<file path="src/rtl/score_bcd_display.sv">
// Binary score to BCD (iterative double-dabble, one shift per clock) with active-low 7-segment drive.
// Define HIGH_SCORE_EN to add best-score tracking on high_score/new_record; otherwise both are tied to 0.
`timescale 1ns/1ps

module score_bcd_display #(
    parameter int unsigned WIDTH      = 16,
    parameter int unsigned DIGITS     = 5,
    parameter int unsigned BLANK_LEAD = 1
) (
    input  logic                  clk,
    input  logic                  reset,
    input  logic [WIDTH-1:0]      score,
    output logic [4*DIGITS-1:0]   bcd,
    output logic [7*DIGITS-1:0]   hex,
    output logic                  busy,
    output logic                  bcd_valid,
    output logic [WIDTH-1:0]      high_score,
    output logic                  new_record
);

    localparam int unsigned CNT_W = $clog2(WIDTH);
    localparam int unsigned BCD_W = 4 * DIGITS;
    localparam int unsigned HEX_W = 7 * DIGITS;

    typedef enum logic [1:0] {
        S_IDLE  = 2'd0,
        S_SHIFT = 2'd1,
        S_DONE  = 2'd2
    } state_t;

    function automatic logic [6:0] seg7(input logic [3:0] d);
        logic [6:0] s;
        case (d)
            4'd0:    s = 7'h40;
            4'd1:    s = 7'h79;
            4'd2:    s = 7'h24;
            4'd3:    s = 7'h30;
            4'd4:    s = 7'h19;
            4'd5:    s = 7'h12;
            4'd6:    s = 7'h02;
            4'd7:    s = 7'h78;
            4'd8:    s = 7'h00;
            4'd9:    s = 7'h10;
            default: s = 7'h7F;
        endcase
        return s;
    endfunction

    // Walk from the top digit down; digits stay blank while everything above them is zero.
    function automatic logic [HEX_W-1:0] decode(input logic [BCD_W-1:0] b);
        logic [HEX_W-1:0] h;
        logic             lead;
        h    = '0;
        lead = (BLANK_LEAD != 0);
        for (int k = int'(DIGITS) - 1; k >= 0; k--) begin
            if (b[4*k +: 4] != 4'd0) begin
                lead = 1'b0;
            end
            h[7*k +: 7] = (lead && k > 0) ? 7'h7F : seg7(b[4*k +: 4]);
        end
        return h;
    endfunction

    function automatic logic [BCD_W-1:0] dd_adjust(input logic [BCD_W-1:0] s);
        logic [BCD_W-1:0] r;
        r = s;
        for (int k = 0; k < int'(DIGITS); k++) begin
            if (s[4*k +: 4] >= 4'd5) begin
                r[4*k +: 4] = s[4*k +: 4] + 4'd3;
            end
        end
        return r;
    endfunction

    localparam logic [HEX_W-1:0] HEX_RST = decode(BCD_W'(0));

    state_t             state_q;
    state_t             state_d;
    logic [CNT_W-1:0]   cnt_q;
    logic [WIDTH-1:0]   shreg_q;
    logic [WIDTH-1:0]   latched_q;
    logic [WIDTH-1:0]   last_q;
    logic [BCD_W-1:0]   scratch_q;
    logic [BCD_W-1:0]   adj_c;
    logic               load_c;
    logic               shift_c;
    logic               done_c;

    // State register
    always_ff @(posedge clk or posedge reset) begin
        if (reset) begin
            state_q <= S_IDLE;
        end else begin
            state_q <= state_d;
        end
    end

    // Next-state logic
    always_comb begin
        state_d = state_q;
        case (state_q)
            S_IDLE: begin
                if (score != last_q) begin
                    state_d = S_SHIFT;
                end
            end
            S_SHIFT: begin
                if (cnt_q == CNT_W'(WIDTH - 1)) begin
                    state_d = S_DONE;
                end
            end
            S_DONE:  state_d = S_IDLE;
            default: state_d = S_IDLE;
        endcase
    end

    // Datapath strobes decoded from the current state
    always_comb begin
        load_c  = 1'b0;
        shift_c = 1'b0;
        done_c  = 1'b0;
        case (state_q)
            S_IDLE:  load_c  = (score != last_q);
            S_SHIFT: shift_c = 1'b1;
            S_DONE:  done_c  = 1'b1;
            default: ;
        endcase
    end

    assign adj_c = dd_adjust(scratch_q);

    // Conversion datapath; bcd/hex only ever load a finished scratch value
    always_ff @(posedge clk or posedge reset) begin
        if (reset) begin
            cnt_q     <= '0;
            shreg_q   <= '0;
            latched_q <= '0;
            last_q    <= '0;
            scratch_q <= '0;
            bcd       <= '0;
            hex       <= HEX_RST;
            busy      <= 1'b0;
            bcd_valid <= 1'b0;
        end else begin
            bcd_valid <= 1'b0;
            if (load_c) begin
                latched_q <= score;
                shreg_q   <= score;
                scratch_q <= '0;
                cnt_q     <= '0;
                busy      <= 1'b1;
            end
            if (shift_c) begin
                scratch_q <= {adj_c[BCD_W-2:0], shreg_q[WIDTH-1]};
                shreg_q   <= {shreg_q[WIDTH-2:0], 1'b0};
                cnt_q     <= cnt_q + CNT_W'(1);
            end
            if (done_c) begin
                bcd       <= scratch_q;
                hex       <= decode(scratch_q);
                last_q    <= latched_q;
                bcd_valid <= 1'b1;
                busy      <= 1'b0;
            end
        end
    end

`ifdef HIGH_SCORE_EN
    // Best score since reset, updated alongside the display
    always_ff @(posedge clk or posedge reset) begin
        if (reset) begin
            high_score <= '0;
            new_record <= 1'b0;
        end else begin
            new_record <= 1'b0;
            if (done_c && (latched_q > high_score)) begin
                high_score <= latched_q;
                new_record <= 1'b1;
            end
        end
    end
`else
    assign high_score = '0;
    assign new_record = 1'b0;
`endif

endmodule

</file>
<file path="config.mk">
export PLATFORM = sky130hd
export DESIGN_NAME = score_bcd_display
export DESIGN_NICKNAME = d
export VERILOG_FILES = /design/src/rtl/score_bcd_display.sv
export SDC_FILE = /design/constraint.sdc
export NUM_CORES = 1
export LEC_CHECK = 0
export CAP_MARGIN = 30
export CORE_MARGIN = 4
export CORE_UTILIZATION = 55
export DETAILED_ROUTE_END_ITERATION = 8
export PLACE_DENSITY = 0.8
export SYNTH_ARGS = -nofsm -noshare
export SYNTH_HDL_FRONTEND = slang
export SYNTH_SLANG_ARGS = --single-unit
export TNS_END_PERCENT = 10
</file>
<file path="constraint.sdc">
create_clock -name clk -period 11.3 [get_ports clk]
set_input_delay 2.26 -clock clk [delete_from_list [all_inputs] [get_ports clk]]
set_output_delay 2.26 -clock clk [all_outputs]
set_load 0.02 [all_outputs]
</file>
# Word level (Yosys, flattened, before mapping)
# Memory sizes are Yosys's and may differ from the RTL's. A register that Yosys moved wholly into a read port is not among the register bits.
# Cells that the tools add are included.
op_classes:
  add_sub_neg: 6
  order_cmp: 5
  eq_ne: 6
  n_mux: 32
  n_reduce_logical: 8
op_table:
  columns: ["operator", "n"]
  rows:
  - ["$mux 20", 2]
  - ["$mux 16", 2]
  - ["$mux 7", 4]
  - ["$mux 4", 6]
  - ["$ge 4x3->1 const B", 5]
  - ["$add 4x2->4 const B", 4]
  - ["$ne 16x16->1", 1]
  - ["$reduce_bool 4->1", 4]
  - ["$mux 1", 14]
  - ["$add 4x1->4 const B", 1]
  - ["$eq 4x4->1 const B", 1]
  - ["$mux 2", 2]
  - ["$ne 2x2->1 const B", 2]
  - ["$pmux 2 s2", 1]
  - ["$reduce_bool 2->1", 2]
  - ["$add 3x2->3 const B", 1]
  - ["$mux 3", 1]
  - ["$eq 2x1->1 const B", 1]
  - ["$eq 2x2->1 const B", 1]
  - ["$logic_not 2->1", 1]
  - ["$reduce_and 2->1", 1]
totals:
  reg_bits: 131
  rom_bits: 560
  input_bits: 18
  out_inout_bits: 74
  word_cells: 72
  memories: 5
mem_list:
  columns: ["name", "depth", "width", "read_ports", "rd_ports_with_merged_regs", "write_ports", "line", "rtl"]
  rows:
  - ["(no name shown)", 16, 7, 1, 0, 0, "33", "case (d)"]
  - ["(no name shown)", 16, 7, 1, 0, 0, "33", null]
  - ["(no name shown)", 16, 7, 1, 0, 0, "33", null]
  - ["(no name shown)", 16, 7, 1, 0, 0, "33", null]
  - ["(no name shown)", 16, 7, 1, 1, 0, "33", null]

# Depth between registers and ports, before layout
# Gate-level depths: netlist of the first run.
depth:
  ltp_word: 10
  ltp_mapped: 7
  mapped_depth_nobuf: 7

# Worst setup path before layout of the first run
# Ideal clock, no wire load.
synth_path:
  kind: "input-to-reg"
  from: "input score[10]"
  to: "register shreg_q[10]"
  setup_ns: 0.125
  arrival_ns: 3.544
  required_ns: 11.175
  slack_ns: 7.631
  path_stages: 6
  n_path_buf: 1
  cell_sequence: "xor2_1 nor4_1 nand4_1 o21bai_1 buf_2 mux2_2"
synth_via:
  elab_chain_cells: 3
  elab_cells_between_ends: 5
  cone_classes: "1 x eq/ne; 3 x mux; 1 x reduce/logical"
synth_rtl:
  columns: ["element", "line", "rtl"]
  rows:
  - ["start: declaration", "12", "input logic [WIDTH-1:0] score,"]
  - ["$ne 16x16->1", "123", "S_IDLE: load_c = (score != last_q);"]
  - ["$mux 1", "122", "case (state_q)"]
  - ["$reduce_bool 2->1 (no source line)", null, null]
  - ["end signal: assignment", "148", "shreg_q <= score;"]
  - ["end signal: assignment", "155", "shreg_q <= {shreg_q[WIDTH-2:0], 1'b0};"]
  - ["end: declaration", "80", "logic [WIDTH-1:0] shreg_q;"]
# Parallel ways exist; a longest one is shown, timed or not. The select of a mux whose other input is x is not followed.
# A chain may end at the register's enable or synchronous reset.

# Worst setup path in the final report of the first run
layout_path:
  from: "input score[8]"
  to: "register shreg_q[14]"
layout_via:
  elab_chain_cells: 3
layout_rtl:
  columns: ["element", "line"]
  rows:
  - ["$ne 16x16->1", "123"]
  - ["$mux 1", "122"]
  - ["$reduce_bool 2->1 (no source line)", null]
# Every way passes these cells.

==> results of run 1 <==
-- cells in the mapped netlist, types with 2 or more instances --
library cell / n / area (µm²)
clkbuf_1: 30 / 112.6
o211ai_1: 2 / 15.01
o31ai_1: 4 / 30.03
nand2_1: 146 / 548.0
o21ai_0: 51 / 255.2
dfstp_2: 29 / 762.0
buf_4: 19 / 142.6
nand3_1: 2 / 10.01
nor3_1: 5 / 25.02
ha_1: 26 / 325.3
o22ai_1: 2 / 12.51
mux2i_1: 2 / 20.02
o2bb2ai_1: 6 / 52.55
a22o_1: 16 / 140.1
a21oi_1: 26 / 130.1
dfrtp_1: 102 / 2552
nor3b_1: 2 / 15.01
mux2_2: 34 / 382.9
nor4_1: 4 / 25.02
xor2_1: 16 / 140.1
nand2b_1: 8 / 50.05
a211oi_1: 3 / 22.52
a31oi_1: 6 / 37.54
buf_2: 3 / 15.01
o21bai_1: 2 / 15.01
nor2_1: 55 / 206.5
nand4_1: 3 / 18.77
inv_1: 25 / 93.84
o22a_1: 10 / 87.58
a221o_1: 3 / 30.03
a21o_1: 7 / 52.55
xnor2_1: 6 / 52.55
-- final cells by class --
| class | count | area share [%] |
|---|---|---|
| sequential | 131 | 42.19 |
| multi-input combinational | 475 | 36.47 |
| timing repair buffer | 80 | 10.00 |
| clock buffer | 20 | 5.813 |
| tap | 143 | 2.277 |
| clock inverter | 12 | 1.975 |
| inverter | 26 | 1.274 |
-- per-layer routing --
| layer | up-vias | part of all wire [%] |
|---|---|---|
| met5 | - | 0 |
| met4 | 0 | 1.9 |
| met3 | 26 | 4.9 |
| met2 | 143 | 51 |
| met1 | 2388 | 42 |
| li1 | 2349 | - |
-- where the power goes --
| group | leakage [nW] | internal [mW] | total, mW | switching [mW] |
|---|---|---|---|---|
| clock | 0.285 | 0.358 | 0.560 | 0.202 |
| sequential | 1.54 | 0.692 | 0.887 | 0.195 |
| combinational | 1.81 | 0.460 | 0.963 | 0.503 |
-- per-stage QoR --
step / hold slack, ps / cell area, µm² / cells / total power, mW / setup WS (ps)
6_report: 471.2 / 7856 / 887 / 2.410 / 6771
5_1_grt: 499.0 / 7856 / 887 / 2.594 / 6627
4_1_cts: 472.2 / 7856 / 887 / 2.422 / 6806
2_1_floorplan: 434.8 / 6569 / 687 / 1.545 / 5590
3_3_place_gp: 443.2 / 7244 / 855 / 1.795 / 6411
3_5_place_dp: 455.5 / 7244 / 855 / 1.845 / 6392
-- cell families after synthesis --
logic type	Yosys count	synth area share, %
fa+ha+maj	26	4.998
compound gates	140	13.86
simple gates	234	14.90
buf+inv	81	6.113
other cells	1	0.05761
xor+xnor	22	2.960
flops	131	50.92
mux	36	6.190
-- worst max-delay path by stage --
| stage | slack [ps] | end | start | cells after the start |
|---|---|---|---|---|
| CTS | 6810 | shreg_q[14]$_DFFE_PP0P_ | score[8] | 7 |
| global route | 6630 | shreg_q[14]$_DFFE_PP0P_ | score[8] | 7 |
| detailed placement | 6390 | shreg_q[14]$_DFFE_PP0P_ | score[8] | 7 |
| global placement | 6410 | shreg_q[2]$_DFFE_PP0P_ | score[8] | 7 |
| finish | 6770 | shreg_q[14]$_DFFE_PP0P_ | score[8] | 7 |
| floorplan | 5590 | bcd[0]$_DFFE_PP0P_ | reset | 1 |
-- sequential cells by signal (all words and copies together) (netlist names) --
| name | cells |
|---|---|
| bcd | 20 |
| bcd_valid | 1 |
| busy | 1 |
| cnt_q | 4 |
| hex | 35 |
| last_q | 16 |
| latched_q | 16 |
| scratch_q | 20 |
| shreg_q | 16 |
| state_q | 2 |
-- critical path, stage by stage --
cell             delay [ps]
clkdlybuf4s50_1         460
xor2_1                  200
nor4_1                  380
nand4_1                 240
o21bai_2                470
buf_4                   410
mux2_2                  390
==> flow_metrics.env, run 1 <==
export IMPL_setup_viol=0
export IMPL_cts_repair_resized=0
export IMPL_antenna_left=0
export IMPL_timing_rr_start="last_q[8]$_DFFE_PP0P_"
export IMPL_num_rows=39
export IMPL_ir_drop_mv=0.1540
export IMPL_cts_htree_levels=4
export IMPL_r2r_end="shreg_q[14]$_DFFE_PP0P_"
export IMPL_rsz0062_at_grt="no"
export IMPL_wire_per_inst_um=15.58
export IMPL_holdPathStages=2
export IMPL_leakagePower_nw=3.635
export IMPL_start_util_pct=56.52
export IMPL_final_nets=775
export IMPL_grt_use_met1_pct=28.51
export IMPL_synth_edf_count=0
export IMPL_netlist_area_um2=6509
export IMPL_drv_slew=0
export IMPL_vias=4906
export IMPL_yosysSeqAreaShare_pct=50.92
export IMPL_cts_buffers=17
export IMPL_cts_tree="yes"
export IMPL_firstDrtPassIters=5
export IMPL_synth_cell_types=48
export IMPL_crit_arrival_ps=4820
export IMPL_clock_sinks=131
export IMPL_powerDensity_nw_per_um2=306.7
export IMPL_hp_class="reg -> reg"
export IMPL_ff2ff_setup_slack_ps=8730
export IMPL_period_needed_ps=4529
export IMPL_die_w_um=116.8
export IMPL_worstSetupPathType="in -> reg"
export IMPL_die_h_um=116.8
export IMPL_final_common_cell="nand2_1"
export IMPL_fin_util_pct=68.22
export IMPL_fmax_ghz=0.2208
export IMPL_postCtsHoldBufs=0
export IMPL_overflow=0
export IMPL_post_dp_hpwl_mm=9.312
export IMPL_status="finished, final reports clean"
export IMPL_top_usage_layer="met2"
export IMPL_syn_inst=671
export IMPL_grt_pass1_vias=4976
export IMPL_post_route_period_util_pct=40.08
export IMPL_cts_root_buffer="clkbuf_16"
export IMPL_clock_latency_ps=420
export IMPL_drv_cap=0
export IMPL_drc=0
export IMPL_met3_usage_pct=5.090
export IMPL_gr_usage_met2_pct=36.94
export IMPL_min_to="last_q[10]$_DFFE_PP0P_"
export IMPL_die_area_um2=13640
export IMPL_final_hold_violation_count=0
export IMPL_ioPinCount=92
export IMPL_post_cts_setup_buffer_count=0
export IMPL_clk_pin_slew_ps=60
export IMPL_drive_gt1_share_pct=14.38
export IMPL_viasPerCell=5.531
export IMPL_yosysWarnings=0
export IMPL_core_area_um2=11520
export IMPL_syn_to_final_growth_pct=20.70
export IMPL_tightest_slew_ps=914.2
export IMPL_multiInputGateArea_um2=2865
export IMPL_fillCellCount=891
export IMPL_routed_wl_mm=13.82
export IMPL_area_sequential_um2=3314
export IMPL_io_buffers=74
export IMPL_worstPathRequired_ps=11590
export IMPL_insertedDiodeCount=0
export IMPL_max_slew_margin_rel_pct=39.05
export IMPL_path_max_fanout=28
export IMPL_grt_usage_pct=22.17
export IMPL_crit_path_start_kind="input port"
export IMPL_synth_seq_cells=131
export IMPL_antenna_found_initial=0
export IMPL_drtIter0Drc=458
export IMPL_worstSetupEndpointType="register"
export IMPL_r2r_cells=6
export IMPL_ys_flop_type="dfrtp_1"
export IMPL_syn_area_per_cell_um2=9.700
export IMPL_ys_async_sr_fraction_pct=100.0
export IMPL_grt_pass1_wl_mm=23.95
export IMPL_skew_ps=7.584
export IMPL_mostFrequentLayoutCells="146 x nand2_1, 102 x dfrtp_1, 74 x clkdlybuf4s50_1"
export IMPL_min_delay_start="latched_q[10]$_DFFE_PP0P_"
export IMPL_tns_ps=0
export IMPL_cts_buffer_depth=2
export IMPL_gp_congestion=0.8989
export IMPL_grt_max_degree=90
(Power assumes the default switching activity.)
==> run 2: changes to the inputs <==
- clock period: 11.3 -> 4.65 ns (I/O delays scaled with it)
==> run 2 against run 1 <==
Net effect:
- critical path depth unchanged
- clock skew is 0.71 ps higher
- total power increased by 140%
- global-route usage is 0.60 points lower
- sequential power is 140% higher
- combinational power grew 140%
- largest power group unchanged
- flip-flop and latch count stayed put
- clock power increased by 140%
- non-clock buffer count up 2
- core utilization fell by 0.098 points
- clock-buffer cell count is 5 higher
==> flow_metrics.env, run 2 (synthesis results as in run 1) <==
export IMPL_status="finished, final reports clean"
export IMPL_drv_slew=0
export IMPL_routed_wl_mm=13.53
export IMPL_p_total_mw=5.804
export IMPL_start_util_pct=56.52
export IMPL_path_buf_inv=2
export IMPL_timing_rr_start="state_q[0]$_DFFE_PP0P_"
export IMPL_tightest_slew_ps=883.9
export IMPL_syn_to_final_growth_pct=20.53
export IMPL_largest_reg_flops=35
export IMPL_clock_sinks=131
export IMPL_post_cts_setup_buffer_count=0
export IMPL_worstSetupPathType="in -> reg"
export IMPL_core_area_um2=11520
export IMPL_fin_area_um2=7845
export IMPL_fillCellCount=904
export IMPL_insertedDiodeCount=0
export IMPL_r2r_cells=6
export IMPL_drc=0
export IMPL_powerDensity_nw_per_um2=739.8
export IMPL_mostFrequentLayoutCells="146 x nand2_1, 102 x dfrtp_1, 74 x clkdlybuf4s50_1"
export IMPL_placed_area_um2=7259
export IMPL_viasPerCell=5.546
export IMPL_holdPathStages=2
export IMPL_crit_arrival_ps=3290
export IMPL_drv_cap=0
export IMPL_grt_max_degree=90
export IMPL_final_common_cell="nand2_1"
export IMPL_ff2ff_setup_slack_ps=2180
export IMPL_leakagePower_nw=3.647
export IMPL_path_max_fanout=10
export IMPL_ir_drop_mv=0.4185
export IMPL_gp_congestion=0.8943
export IMPL_drtIter0Drc=375
export IMPL_max_slew_margin_rel_pct=41.07
export IMPL_setup_viol=0
export IMPL_largest_register="hex"
export IMPL_clk_pin_slew_ps=50
export IMPL_slowest_delay_ps=670
export IMPL_cts_buffers=17
export IMPL_firstDrtPassIters=4
export IMPL_period_needed_ps=2990
export IMPL_overflow=0
export IMPL_cp_depth=7
export IMPL_die_area_um2=13640
export IMPL_path_delay_family="simple AND/OR/NAND/NOR gates"
export IMPL_clock_latency_ps=420
export IMPL_fmax_ghz=0.3345
export IMPL_io_buffers=74
export IMPL_antenna_found_initial=0
export IMPL_hp_class="reg -> reg"
export IMPL_r2r_end="hex[15]$_DFFE_PP1P_"
export IMPL_cts_repair_resized=0
export IMPL_ioPinCount=92
export IMPL_grt_pass1_wl_mm=23.30
export IMPL_wire_per_inst_um=15.26
export IMPL_path_cells="clkdlybuf4s50_1, xor2_1, nor4_1, nand4_1, nor3b_2, buf_4, mux2_2"
export IMPL_final_nets=777
export IMPL_die_w_um=116.8
export IMPL_min_delay_start="hex[31]$_DFFE_PP1P_"
export IMPL_grt_usage_pct=21.57
export IMPL_cts_tree="yes"
export IMPL_worstSetupEndpointType="register"
export IMPL_drive_gt1_share_pct=13.84
export IMPL_tns_ps=0
export IMPL_cts_htree_levels=4
export IMPL_crit_slowest_cell="nor3b_2"
export IMPL_post_dp_hpwl_mm=9.199
export IMPL_post_route_period_util_pct=64.30
export IMPL_vias=4919
export IMPL_cp_startpoint="score[9]"
export IMPL_worstPathRequired_ps=4950
export IMPL_postCtsHoldBufs=0
export IMPL_final_hold_violation_count=0
export IMPL_die_h_um=116.8
export IMPL_largestRegisters="hex x35, bcd x20, scratch_q x20"
export IMPL_grt_pass1_vias=4910
export IMPL_crit_path_start_kind="input port"
export IMPL_rsz0062_at_grt="no"
export IMPL_cts_root_buffer="clkbuf_16"
export IMPL_antenna_left=0
export IMPL_cts_buffer_depth=2
export IMPL_min_to="hex[31]$_DFFE_PP1P_"
export IMPL_num_rows=39
export IMPL_skew_ps=8.298
==> run 2: routing by layer <==
metal,global-route usage [%],vias up,share of wire [%],routed length [µm]
met2,35.57,136,49,6628
met1,27.55,2402,44,5944
li1,-,2358,-,-
met5,0,-,0,0
met3,5.244,23,5.1,688
met4,8.563,0,2.0,272
==> run 2: how the worst max path moves through the flow <==
stage	slack, ps	endpoint
after floorplan	270	bcd[0]$_DFFE_PP0P_
after CTS	1650	latched_q[5]$_DFFE_PP0P_
after global placement	1380	latched_q[2]$_DFFE_PP0P_
after global routing	1540	latched_q[12]$_DFFE_PP0P_
final	1660	latched_q[5]$_DFFE_PP0P_
after detailed placement	1270	latched_q[5]$_DFFE_PP0P_
==> run 2: where the power goes <==
part | internal [mW] | switching [mW] | total (mW) | leakage (nW)
clock network | 0.877 | 0.445 | 1.32 | 0.287
logic | 1.12 | 1.21 | 2.33 | 1.82
registers | 1.68 | 0.472 | 2.15 | 1.54
==> run 2: worst reg2reg max path: stages (launching register included) <==
cell and delay [ps]:
dfrtp_1 650, nand2b_2 230, clkinv_1 560, buf_4 470, o211ai_1 260, a21oi_1 100
nor2_1 130
==> run 2: cell type report <==
class                   instances  area (µm²)  share of cell area (%)
repair buffers                 82       800.8                   10.21
clock inverters                 5       100.1                   1.276
flip-flops and latches        131        3314                   42.25
clock buffers                  25       485.5                   6.188
well taps                     143       178.9                   2.281
multi-input cells             475        2865                   36.52
inverters                      26       100.1                   1.276
==> run 2: stage by stage <==
stage	util (%)	hold slack (ps)	setup slack, ps	instances
finish	68.12	460.3	1660	887
global route	68.12	487.1	1539	887
CTS	68.12	464.2	1650	887
detailed placement	63.04	455.2	1273	857
global placement	63.04	446.0	1384	857
floorplan	-	434.8	270.3	687
